## src/rtl/torpedo_pkg.sv

```systemverilog
// Shared types and constants for the torpedo launch controller and its slots.
package torpedo_pkg;

   localparam int TRIG_W      = 18;
   localparam int XY_FRACTION = 7;

   typedef enum logic [2:0] {
      IDLE     = 3'd0,
      TRIG     = 3'd1,
      LAUNCH   = 3'd2,
      COOLDOWN = 3'd3,
      WAIT_REL = 3'd4
   } sched_state_t;

endpackage

```

## src/rtl/frame_debounce.sv

```systemverilog
// Frame-gated button debounce: the level rises only if the button stayed high
// for a whole frame; press is the registered rising edge of that level.
module frame_debounce (
   input  logic clk,
   input  logic resetN,
   input  logic vsync,
   input  logic btn,
   output logic deb,
   output logic press
);

   logic test;
   logic deb_d1;

   always_ff @(posedge clk or negedge resetN) begin
      if (!resetN) begin
         test   <= 1'b0;
         deb    <= 1'b0;
         deb_d1 <= 1'b0;
      end else begin
         deb_d1 <= deb;
         if (vsync) begin
            deb  <= test;
            test <= 1'b1;
         end else begin
            test <= test & btn;
         end
      end
   end

   assign press = deb & ~deb_d1;

endmodule

```

## src/rtl/torpedo_launch_sched.sv

```systemverilog
// Central torpedo launch scheduler: debounced fire, trig ROM fetch, lowest free
// slot launch. Define TORPEDO_AUTOFIRE_EN for repeat fire while fire is held.
module torpedo_launch_sched
   import torpedo_pkg::*;
#(
   parameter int WIDTH           = 640,
   parameter int HEIGHT          = 480,
   parameter int TORPEDOS        = 4,
   parameter int ANGLES          = 360,
   parameter int TRIG_LAT        = 2,
   parameter int COOLDOWN_FRAMES = 8,
   localparam int X_W = $clog2(WIDTH),
   localparam int Y_W = $clog2(HEIGHT),
   localparam int A_W = $clog2(ANGLES)
) (
   input  logic                     clk,
   input  logic                     resetN,
   input  logic                     vsync,
   input  logic                     fire,
   input  logic [A_W-1:0]           ship_angle,
   input  logic [X_W-1:0]           ship_x,
   input  logic [Y_W-1:0]           ship_y,
   input  logic [TORPEDOS-1:0]      slot_busy,
   output logic [A_W-1:0]           trig_addr,
   input  logic signed [TRIG_W-1:0] trig_sin,
   input  logic signed [TRIG_W-1:0] trig_cos,
   output logic [TORPEDOS-1:0]      launch,
   output logic signed [TRIG_W-1:0] launch_sin,
   output logic signed [TRIG_W-1:0] launch_cos,
   output logic [X_W-1:0]           launch_x,
   output logic [Y_W-1:0]           launch_y,
   output logic                     fire_denied,
   output logic                     fire_deb_out
);

   localparam int LAT_W = $clog2(TRIG_LAT + 1);
   localparam int CD_W  = (COOLDOWN_FRAMES > 0) ? $clog2(COOLDOWN_FRAMES + 1) : 1;

   sched_state_t        state;
   logic [LAT_W-1:0]    lat_cnt;
   logic [CD_W-1:0]     cd_cnt;
   logic                fire_deb;
   logic                press;
   logic                start;
   logic [TORPEDOS-1:0] sel;
   logic                any_free;

   frame_debounce u_fire_deb (
      .clk    (clk),
      .resetN (resetN),
      .vsync  (vsync),
      .btn    (fire),
      .deb    (fire_deb),
      .press  (press)
   );

   assign fire_deb_out = fire_deb;

`ifdef TORPEDO_AUTOFIRE_EN
   // A held button re-arms from IDLE without a fresh rising edge.
   assign start = press | fire_deb;
`else
   assign start = press;
`endif

   // Lowest-index free slot; slot_busy is used live so a slot freed this cycle counts.
   always_comb begin
      sel      = '0;
      any_free = 1'b0;
      for (int unsigned i = 0; i < TORPEDOS; i++) begin
         if (!slot_busy[i] && !any_free) begin
            sel[i]   = 1'b1;
            any_free = 1'b1;
         end
      end
   end

   assign launch      = (state == LAUNCH) ? sel : '0;
   assign fire_denied = (state == LAUNCH) && !any_free;

   always_ff @(posedge clk or negedge resetN) begin
      if (!resetN) begin
         state      <= IDLE;
         lat_cnt    <= '0;
         cd_cnt     <= '0;
         trig_addr  <= '0;
         launch_x   <= '0;
         launch_y   <= '0;
         launch_sin <= '0;
         launch_cos <= '0;
      end else begin
         case (state)
            IDLE: begin
               if (start) begin
                  trig_addr <= ship_angle;
                  launch_x  <= ship_x;
                  launch_y  <= ship_y;
                  lat_cnt   <= LAT_W'(TRIG_LAT);
                  state     <= TRIG;
               end
            end
            TRIG: begin
               if (lat_cnt == '0) begin
                  launch_sin <= trig_sin;
                  launch_cos <= trig_cos;
                  state      <= LAUNCH;
               end else begin
                  lat_cnt <= lat_cnt - LAT_W'(1);
               end
            end
            LAUNCH: begin
               if (any_free) begin
                  cd_cnt <= CD_W'(COOLDOWN_FRAMES);
                  state  <= COOLDOWN;
               end else begin
                  state <= WAIT_REL;
               end
            end
            COOLDOWN: begin
               if (cd_cnt == '0) begin
`ifdef TORPEDO_AUTOFIRE_EN
                  state <= fire_deb ? IDLE : WAIT_REL;
`else
                  state <= WAIT_REL;
`endif
               end else if (vsync) begin
                  cd_cnt <= cd_cnt - CD_W'(1);
               end
            end
            WAIT_REL: begin
               if (!fire_deb) state <= IDLE;
            end
            default: state <= IDLE;
         endcase
      end
   end

endmodule
```

## config.mk

```make
export PLATFORM = sky130hd
export DESIGN_NAME = torpedo_launch_sched
export DESIGN_NICKNAME = d
export VERILOG_FILES = /design/src/rtl/torpedo_pkg.sv /design/src/rtl/frame_debounce.sv /design/src/rtl/torpedo_launch_sched.sv
export SDC_FILE = /design/constraint.sdc
export NUM_CORES = 1
export LEC_CHECK = 0
export CORE_AREA = 2 2 88 90
export CTS_CLUSTER_SIZE = 28
export DETAILED_ROUTE_END_ITERATION = 8
export DIE_AREA = 0 0 90 92
export HOLD_SLACK_MARGIN = 0.15
export PLACE_DENSITY_LB_ADDON = 0.12
export SETUP_SLACK_MARGIN = 0.4
export SLEW_MARGIN = 10
export SYNTH_ARGS = -nofsm -noshare
export SYNTH_HDL_FRONTEND = slang
export SYNTH_SLANG_ARGS = --single-unit
```

## constraint.sdc

```tcl
create_clock -name clk -period 2.98 [get_ports clk]
set_clock_uncertainty 0.2 [all_clocks]
set_input_delay 0.298 -clock clk [delete_from_list [all_inputs] [get_ports clk]]
set_output_delay 0.298 -clock clk [all_outputs]
set_load 0.02 [all_outputs]
```

==> summary.txt <==
Die Height: 92 microns
Critical path buffer and inverter count: 1
DP Worst Slack: 0.651 ns
Die footprint: 0.00828 sq mm
Largest fanout on the critical path: 12
H-Tree Depth: 3
Worst Reg-to-Reg Cells: 4
Worst-Margin Slew: 0.953 ns
Detailed-route via count: 2,226
Vias in the first global route: 2,259
TNS Setup: 0 ns
Initial Util: 44.2%
Routed vias/inst: 4.80
DP HPWL: 5150 microns
Cell Count, Final, Fillers Out: 464
Status: finished, final reports clean
Num ports: 142
Initial DRC count: 78
Worst setup margin: 0.524 ns
Top post-synthesis cells by area: dfrtp_1 (58%), mux2_4 (18%), mux2_2 (9.2%), buf_6 (2.4%), ha_1 (1.1%)
TritonCTS clock tree: done
Post-Syn Instances: 211
I/O Buffers: 141
Post-synthesis cell area: 0.00329 sq mm
Clock Path Buffers: 2
Largest net degree at the start of global routing: 77
Total iterations of the first detailed-routing run: 4
Placed cells: 448
Crit path kind: flip-flop to output pin
Total wire length: 7180 microns
Post-Syn Nets: 286
Area Overhead vs Synth: 51.0%
Netlist cell types: 37
Seq/Total Area, Yosys: 57.8%
Placement row count: 32
Post-synth top area share: 57.8%
Syn Area/Cell: 15.6 sq um
Total CTS buffers: 9
Post-CTS setup buffers: 0
Max Cap Viol: 0
WL per Instance: 15.5 microns
Root buf cell: clkbuf_8
Post-layout min period: 2.46 ns
Crit end category: output pin
Crit path DAT: 1.96 ns
Crit share post-route: 82.4%
Final net count: 433
RSZ-0062 raised after global routing: no
Critical path's slowest cell: clkdlybuf4s50_1
Final hold viol count: 0
Antenna Nets Post-Route: 0
Worst-path clk slew: 0.07 ns
F_max: 407 MHz
Worst path max stage delay: 0.61 ns
Final max-slew violation count: 0
PD cells: 1090 mW/mm^2
Peak VDD IR: 0.000456 V
Clk Latency, worst-skew pair: 0.34 ns
P_leak: 2.17 nW
# diodes: 0
Largest area contributor in the netlist: dfrtp_1
Headroom to the max-slew limit: 36.5%
Initial antenna violation count: 0
Share of layout cells above drive strength 1: 26.2%
Grt total ovfl: 0
Ys Warns: 0
Sinks on Clock Net: 76
Min-Delay Path Depth: 0
Gpl congestion: 0.785
Hold crit path type: flip-flop to flip-flop
Final setup vio count: 0
Core Footprint: 0.00745 sq mm
Layout fillers: 564
First-pass GRT wire length: 11,700 microns
GRT Overall Usage: 18.0%
Startpoint types: flip-flop
CP Depth: 4
Seq cells post-synth: 76
WP data required: 2.48 ns
Crit-path cells: nor3b_2 > nand3_1 > nor2_1 > clkdlybuf4s50_1
Die width: 90 microns
Pwr Total: 5.44 mW
Crit-path leading delay family: buffers and inverters
DRC viols: 0
[layout make-up]
cell class / count / area, sq um / area share, %
inverter: 5 / 18.8 / 0.378
tap: 102 / 128 / 2.57
sequential: 76 / 1900 / 38.3
clock inverter: 5 / 52.6 / 1.06
clock buffer: 10 / 138 / 2.77
multi-input combinational: 121 / 1280 / 25.9
timing repair buffer: 145 / 1440 / 29.0
[worst paths after layout]
check                               endpoint           start  slack (ns)
setup / recovery                 fire_denied        state[0]        0.52
hold / removal             u_fire_deb.deb_d1  u_fire_deb.deb        0.27
setup reg to reg              launch_sin[15]        state[2]        0.80
hold reg to reg            u_fire_deb.deb_d1  u_fire_deb.deb        0.27
max in group asynchronous           state[1]          resetN        1.45
min in group asynchronous        launch_x[6]          resetN        0.46
[sequential cells by signal (all words and copies together) (netlist names), 2 cells and up]
name / flops
launch_sin: 18
cd_cnt: 4
launch_cos: 18
state: 3
trig_addr: 9
lat_cnt: 2
launch_y: 9
launch_x: 10
[worst reg2reg max path, stage by stage (launching register included)]
cell and delay [ns]:
dfrtp_1 0.49, nor2_1 0.19, and3_2 0.51, buf_4 0.32, mux2_2 0.36
[kinds of logic (layout without fill, tap and decap cells)]
group	count (synthesis)	count (layout)	share of synthesized area [%]
flops	76	76	57.8
fa+ha+maj	3	3	1.14
compound gates	16	16	4.11
buf+inv	14	165	3.35
simple gates	35	35	6.24
mux	67	67	27.3
[metrics by stage]
step           hold slack (ns)  cell area, sq um  utilization, %
4_1_cts                  0.277              4960            66.6
2_1_floorplan           -0.198              3290               -
6_report                 0.267              4970            66.7
3_5_place_dp             0.254              4760            63.9
3_3_place_gp             0.251              4760            63.9
5_1_grt                  0.283              4970            66.7
[what timing repair did]
action                     CTS  global route
resized for setup            4             2
setup endpoints to repair    4             3
hold buffers                 1             0
hold endpoints to repair    76             0
gates cloned                 0             0
[layer usage]
| layer | track usage, % | wire length (microns) | vias to the layer above |
|---|---|---|---|
| met3 | 5.34 | 447 | 8 |
| met4 | 6.67 | 88 | 0 |
| met5 | 0 | 0 | - |
| li1 | - | - | 1045 |
| met2 | 28.4 | 3400 | 83 |
| met1 | 23.7 | 3250 | 1090 |
[report_power, final]
group	internal [mW]	switching [mW]	leakage, nW
clock network	0.401	0.366	0.0979
logic	1.62	1.22	1.17
registers	1.54	0.299	0.899
total	3.56	1.88	2.17
[cells in the final DEF (no fill, tap or decap), types with 2 or more instances in the layout]
cell	count
nand3_1	3
inv_1	5
clkbuf_8	10
dfrtp_2	2
nor2b_1	2
nor2_1	8
a21o_1	3
clkinv_2	3
ha_1	3
buf_4	4
mux2_2	27
dlygate4sd2_1	2
nand3b_1	2
nor3b_1	3
nand2_1	6
mux2_4	39
a21oi_1	2
clkdlybuf4s50_1	137
dfrtp_1	74
nor3_1	2
[cells in the mapped netlist, drive strengths merged]
cell	number
dfrtp	76
mux2	66
buf	9
nor2	8
nand2	6
inv	5
nor3b	4
a21o	3
a21oi	3
ha	3
nand3	3
nor3	3
nand3b	2
nor2b	2
o21ai	2
a2bb2oi	1
a32oi	1
and3	1
and3b	1
mux2i	1
o211a	1
o211ai	1
o21a	1
o2bb2ai	1
o31ai	1
o32ai	1
or2	1
or3	1
or3b	1
or4b	1
or4bb	1
Note: power is estimated with default switching activity, not from simulation.
